File: src/rtl/sort8_result_stage_if.sv
// Handshake bundle between the bitonic sorter, this result stage and its consumer.
// The slave modport is the result stage's view; master is the surrounding environment.
interface sort8_result_stage_if;
  logic       s_valid;
  logic       s_ready;
  logic [7:0] s_data;
  logic       m_valid;
  logic       m_ready;
  logic [7:0] m_therm;
  logic [3:0] m_count;
  logic       m_err;

  modport slave (
    input  s_valid,
    input  s_data,
    input  m_ready,
    output s_ready,
    output m_valid,
    output m_therm,
    output m_count,
    output m_err
  );

  modport master (
    output s_valid,
    output s_data,
    output m_ready,
    input  s_ready,
    input  m_valid,
    input  m_therm,
    input  m_count,
    input  m_err
  );
endinterface

File: src/rtl/sort8_result_stage.sv
// Registers the sorted 8-bit word, checks thermometer form, encodes a one-count and hands
// results downstream through a 2-entry skid buffer; counts malformed words with saturation.
module sort8_result_stage #(
  parameter int unsigned ERR_CNT_W = 8
) (
  input  logic                 clk,
  input  logic                 rst,
  sort8_result_stage_if.slave  bus,
  input  logic                 err_clr,
  output logic [ERR_CNT_W-1:0] err_cnt
);

  typedef enum logic [1:0] {StEmpty, StOne, StFull} state_e;

  localparam logic [ERR_CNT_W-1:0] ErrMax = '1;
  localparam logic [ERR_CNT_W-1:0] ErrOne = ERR_CNT_W'(1);

  function automatic logic [3:0] popcount8(input logic [7:0] d);
    logic [3:0] c;
    c = '0;
    for (int i = 0; i < 8; i++) c = c + {3'b000, d[i]};
    return c;
  endfunction

  state_e               state_q, state_d;
  logic [7:0]           therm_q, therm_d, skid_therm_q, skid_therm_d;
  logic [3:0]           count_q, count_d, skid_count_q, skid_count_d;
  logic                 err_q, err_d, skid_err_q, skid_err_d;
  logic [ERR_CNT_W-1:0] err_cnt_q, err_cnt_d;

  logic       accept, xfer, in_err;
  logic [3:0] in_count;

  // Legal iff no set bit has a clear bit directly above it (bit 7 has nothing above).
  assign in_err   = |((bus.s_data & ~(bus.s_data >> 1)) & 8'h7F);
  assign in_count = popcount8(bus.s_data);

  // Both handshake outputs decode the state register only, so neither sees m_ready.
  assign bus.s_ready = (state_q != StFull);
  assign bus.m_valid = (state_q != StEmpty);
  assign bus.m_therm = therm_q;
  assign bus.m_count = count_q;
  assign bus.m_err   = err_q;
  assign err_cnt     = err_cnt_q;

  assign accept = bus.s_valid && bus.s_ready;
  assign xfer   = bus.m_valid && bus.m_ready;

  always_comb begin
    state_d      = state_q;
    therm_d      = therm_q;
    count_d      = count_q;
    err_d        = err_q;
    skid_therm_d = skid_therm_q;
    skid_count_d = skid_count_q;
    skid_err_d   = skid_err_q;

    unique case (state_q)
      StEmpty: begin
        if (accept) begin
          therm_d = bus.s_data;
          count_d = in_count;
          err_d   = in_err;
          state_d = StOne;
        end
      end
      StOne: begin
        if (accept && xfer) begin
          therm_d = bus.s_data;
          count_d = in_count;
          err_d   = in_err;
        end else if (accept) begin
          skid_therm_d = bus.s_data;
          skid_count_d = in_count;
          skid_err_d   = in_err;
          state_d      = StFull;
        end else if (xfer) begin
          state_d = StEmpty;
        end
      end
      StFull: begin
        if (xfer) begin
          therm_d = skid_therm_q;
          count_d = skid_count_q;
          err_d   = skid_err_q;
          state_d = StOne;
        end
      end
      default: state_d = StEmpty;
    endcase
  end

  // An illegal accept outranks a simultaneous clear, restarting the count at one.
  always_comb begin
    err_cnt_d = err_cnt_q;
    if (accept && in_err) begin
      if (err_clr)                 err_cnt_d = ErrOne;
      else if (err_cnt_q != ErrMax) err_cnt_d = err_cnt_q + ErrOne;
    end else if (err_clr) begin
      err_cnt_d = '0;
    end
  end

  always_ff @(posedge clk or posedge rst) begin
    if (rst) begin
      state_q      <= StEmpty;
      therm_q      <= '0;
      count_q      <= '0;
      err_q        <= 1'b0;
      skid_therm_q <= '0;
      skid_count_q <= '0;
      skid_err_q   <= 1'b0;
      err_cnt_q    <= '0;
    end else begin
      state_q      <= state_d;
      therm_q      <= therm_d;
      count_q      <= count_d;
      err_q        <= err_d;
      skid_therm_q <= skid_therm_d;
      skid_count_q <= skid_count_d;
      skid_err_q   <= skid_err_d;
      err_cnt_q    <= err_cnt_d;
    end
  end

endmodule

File: src/flat_wrapper.sv
// flat-port wrapper written by rule: the top's interface ports become plain ports
module sort8_result_stage_flat 
#(
  parameter int unsigned ERR_CNT_W = 8
)
  (clk, rst, err_clr, err_cnt, bus_s_valid, bus_s_data, bus_m_ready, bus_s_ready, bus_m_valid, bus_m_therm, bus_m_count, bus_m_err);
  sort8_result_stage_if bus_i ();
  input  logic clk;
  input  logic rst;
  input  logic err_clr;
  output logic [ERR_CNT_W-1:0] err_cnt;
  input wire logic [$bits(bus_i.s_valid)-1:0] bus_s_valid;
  input wire logic [$bits(bus_i.s_data)-1:0] bus_s_data;
  input wire logic [$bits(bus_i.m_ready)-1:0] bus_m_ready;
  output wire logic [$bits(bus_i.s_ready)-1:0] bus_s_ready;
  output wire logic [$bits(bus_i.m_valid)-1:0] bus_m_valid;
  output wire logic [$bits(bus_i.m_therm)-1:0] bus_m_therm;
  output wire logic [$bits(bus_i.m_count)-1:0] bus_m_count;
  output wire logic [$bits(bus_i.m_err)-1:0] bus_m_err;
  assign bus_i.s_valid = bus_s_valid;
  assign bus_i.s_data = bus_s_data;
  assign bus_i.m_ready = bus_m_ready;
  assign bus_s_ready = bus_i.s_ready;
  assign bus_m_valid = bus_i.m_valid;
  assign bus_m_therm = bus_i.m_therm;
  assign bus_m_count = bus_i.m_count;
  assign bus_m_err = bus_i.m_err;
  sort8_result_stage #(.ERR_CNT_W(ERR_CNT_W)) u_core (.clk(clk), .rst(rst), .bus(bus_i), .err_clr(err_clr), .err_cnt(err_cnt));
endmodule
File: config.mk
export PLATFORM = sky130hd
export DESIGN_NAME = sort8_result_stage_flat
export DESIGN_NICKNAME = d
export VERILOG_FILES = /design/src/rtl/sort8_result_stage_if.sv /design/src/rtl/sort8_result_stage.sv /design/src/flat_wrapper.sv
export SDC_FILE = /design/constraint.sdc
export NUM_CORES = 1
export LEC_CHECK = 0
export ABC_AREA = 1
export ABC_CLOCK_PERIOD_IN_PS = 1700
export CAP_MARGIN = 20
export CORE_UTILIZATION = 52
export CTS_BUF_LIST = sky130_fd_sc_hd__clkbuf_16
export DETAILED_ROUTE_END_ITERATION = 7
export GPL_TIMING_DRIVEN = 1
export HOLD_SLACK_MARGIN = 0.06
export MAX_ROUTING_LAYER = met4
export PLACE_DENSITY = 0.81
export SKIP_CTS_REPAIR_TIMING = 1
export SLEW_MARGIN = 20
export SYNTH_ARGS = -nofsm -noshare
export SYNTH_HDL_FRONTEND = slang
export SYNTH_SLANG_ARGS = --single-unit
export TNS_END_PERCENT = 20
File: constraint.sdc
create_clock -name clk -period 1.7 [get_ports clk]
set_clock_uncertainty 0.15 [all_clocks]
set_input_delay 0.34 -clock clk [delete_from_list [all_inputs] [get_ports clk]]
set_output_delay 0.34 -clock clk [all_outputs]
set_load 0.01 [all_outputs]
==> results_dict.tcl <==
set metrics [dict create \
    yosysWarnings 0 \
    io_pins 36 \
    r2r_start "u_core.state_q[1]" \
    grt_max_degree 37 \
    cts_made_buffers 5 \
    finalCritPeriodShare_pct 172 \
    cp_data_required_time_ps 1680 \
    grt_pass1_wl_mm 8.18 \
    start_util_pct 56.3 \
    io_buffers 35 \
    cts_tree "yes" \
    wl_met1_mm 2.00 \
    row_count 21 \
    ys_ff_latch 36 \
    design.die.area_um2 3980 \
    status "finished with violations" \
    clk_pin_slew_ps 50 \
    syn_nets 270 \
    wl_met2_mm 2.71 \
    final_nets 337 \
    grt.overflow.total 0 \
    antenna_found_initial 0 \
    startpoint_type "input pin" \
    layout_common_cells "nand2_1 (78), dfrtp_1 (35), buf_4 (29), inv_1 (26), nor2_1 (26)" \
    cts_root_buf "clkbuf_16" \
    cap_violations 0 \
    nFillCells 221 \
    wirelength_mm 5.18 \
    fin_ws_ps -1220 \
    crit_fanout 2 \
    final_max_slew_viol_count 0 \
    drt-vias-per-instance 5.34 \
    period_needed_ps 2920 \
    rsz0062_at_grt "yes" \
    max_freq_mhz 343 \
    violations "setup timing" \
    h-tree-depth 2 \
    clk_latency_ps 280 \
    ys_seq_area_share_pct 46.5 \
    p_leak_nw 1.54 \
    grt_usage_pct 28.1 \
    remaining_drc_errors 0 \
    dp.cells 355 \
    via_count 1938 \
    dieWidth_um 63.1 \
    core_um2 3440 \
    diodes 0 \
    hold_violations 0 \
    route.top_layer_used "met4" \
    crit_chain "buf_8, ha_4, inv_2, fa_1, fa_1, fa_2, fa_2, xnor2_2, a21oi_1, o21ai_1" \
    critPathSlowestCell "fa_1" \
    dr_wl_met3_um 327 \
    max_slew_margin_pct 55.2 \
    peakVddDrop_v 0.000820 \
    report.power.total_w 0.00312 \
    cp_num_buf_inv 2 \
    layout.area.seq_um2 902 \
    hold_ws_ps 227 \
    multi_input_comb_area_um2 938 \
    setup_viol 18 \
    startpoint "bus_s_data[0]" \
    grt_pass1_vias 1852 \
    cts_max_path_buffers 2 \
    final_cell_count_no_fill 363 \
    die_y_um 63.1 \
    synth_cell_types 27 \
    power_density_nw_per_um2 1120 \
    gp_congestion 0.913 \
    final_common_cell "nand2_1" \
    critPathCaptureType "register" \
    mappedNetlistArea_um2 1940 \
    dp_hpwl_mm 3.51 \
    hp-start "bus_s_data[0]" \
    layout-drive-gt1-share_pct 18.3 \
    crit_family "adder cells" \
    syn_to_final_growth_pct 44.0 \
    wl_per_cell_um 14.3 \
    dr.pass1.iters 7 \
    drt_first_iter_violations 91 \
    worst_pin_slew_ps 667 \
    syn_avg_cell_area_um2 7.78 \
    netlist_instances 249 \
    hold_path.class "input pin to register" \
    max_stage_delay_ps 540 \
    clock-sinks 36 \
    postRouteAntennaNets 0 \
    crit_type "input pin to register" \
    critPathArrivalTime_ps 2900 \
]
## area by class of cell
class / instances / share of cell area, %
clock inverters: 3 / 0.403
clock buffers: 5 / 4.48
flip-flops and latches: 36 / 32.3
well taps: 46 / 2.06
multi-input cells: 178 / 33.6
inverters: 29 / 3.90
repair buffers: 66 / 23.2
## report_power, final
| part | total [W] | switching [W] | internal [W] |
|---|---|---|---|
| Combinational | 0.00101 | 0.000505 | 0.000508 |
| Sequential | 0.00126 | 0.000165 | 0.00109 |
| Clock | 0.000845 | 0.000319 | 0.000526 |
## per-stage QoR
stage	utilization (%)	setup slack (ps)	TNS (ps)	area [um2]
3_3_place_gp	74.8	-1680	-15540	2570
4_1_cts	78.8	-1520	-12230	2710
3_5_place_dp	74.8	-1810	-17160	2570
6_report	81.1	-1220	-8650	2790
2_1_floorplan	-	-1180	-7570	1940
5_1_grt	81.1	-1320	-10500	2790
## cell usage after synthesis
master	instances	area, um2
a21oi_1	3	15.0
a21oi_4	1	16.3
a31oi_1	9	56.3
and2_1	1	6.26
buf_2	1	5.00
buf_6	1	11.3
clkbuf_1	4	15.0
dfrtp_1	36	901
fa_1	4	80.1
ha_1	4	50.1
inv_1	27	101
inv_2	2	7.51
nand2_1	81	304
nand3_1	16	80.1
nand3_2	1	10.0
nand3b_1	1	7.51
nand4_1	1	6.26
nor2_1	28	105
nor2_4	1	11.3
nor3_1	1	5.00
nor3b_1	1	7.51
o2111ai_1	1	8.76
o21ai_0	20	100
o21ai_1	1	5.00
o21bai_1	1	7.51
or2_2	1	6.26
xnor2_1	1	8.76
## per-layer routing
metal	up-vias	global-route usage, %
met1	892	31.3
met4	0	14.0
met2	102	49.1
met5	-	-
li1	926	-
met3	18	3.99
## registers in the layout (all words and copies together), names as in the netlist
signal / cells
u_core.skid_count_q: 4
u_core.skid_err_q: 1
u_core.err_cnt: 8
u_core.bus.m_therm: 8
u_core.bus.m_err: 1
u_core.skid_therm_q: 8
u_core.bus.m_count: 4
u_core.state_q: 2
## path summary, 6_finish.rpt
kind                                          endpoint  slack (ps)  cells past startpoint
max in group asynchronous       u_core.skid_therm_q[2]         940                      3
worst max register to register       u_core.err_cnt[1]         -10                      8
worst min register to register  u_core.skid_count_q[3]         330                      2
worst max-delay path             u_core.bus.m_count[2]       -1220                     10
worst min-delay path            u_core.skid_therm_q[0]         230                      4
min in group asynchronous            u_core.err_cnt[4]         270                      3
## worst register-to-register path: cells and delay by family, from the launching register on
kind          cells  cell delay [ps]
simple gates      5              560
buf+inv           3              460
flops             1              410
## cells by family after synthesis
group	count (synthesis)	synth area share (%)
AO/OA/AOI/OAI	36	10.8
XOR/XNOR	1	0.452
adder cells (fa/ha/maj)	8	6.71
buffers and inverters	35	7.23
flip-flops	36	46.5
AND/OR/NAND/NOR	133	28.3
(Power assumes the default switching activity.)
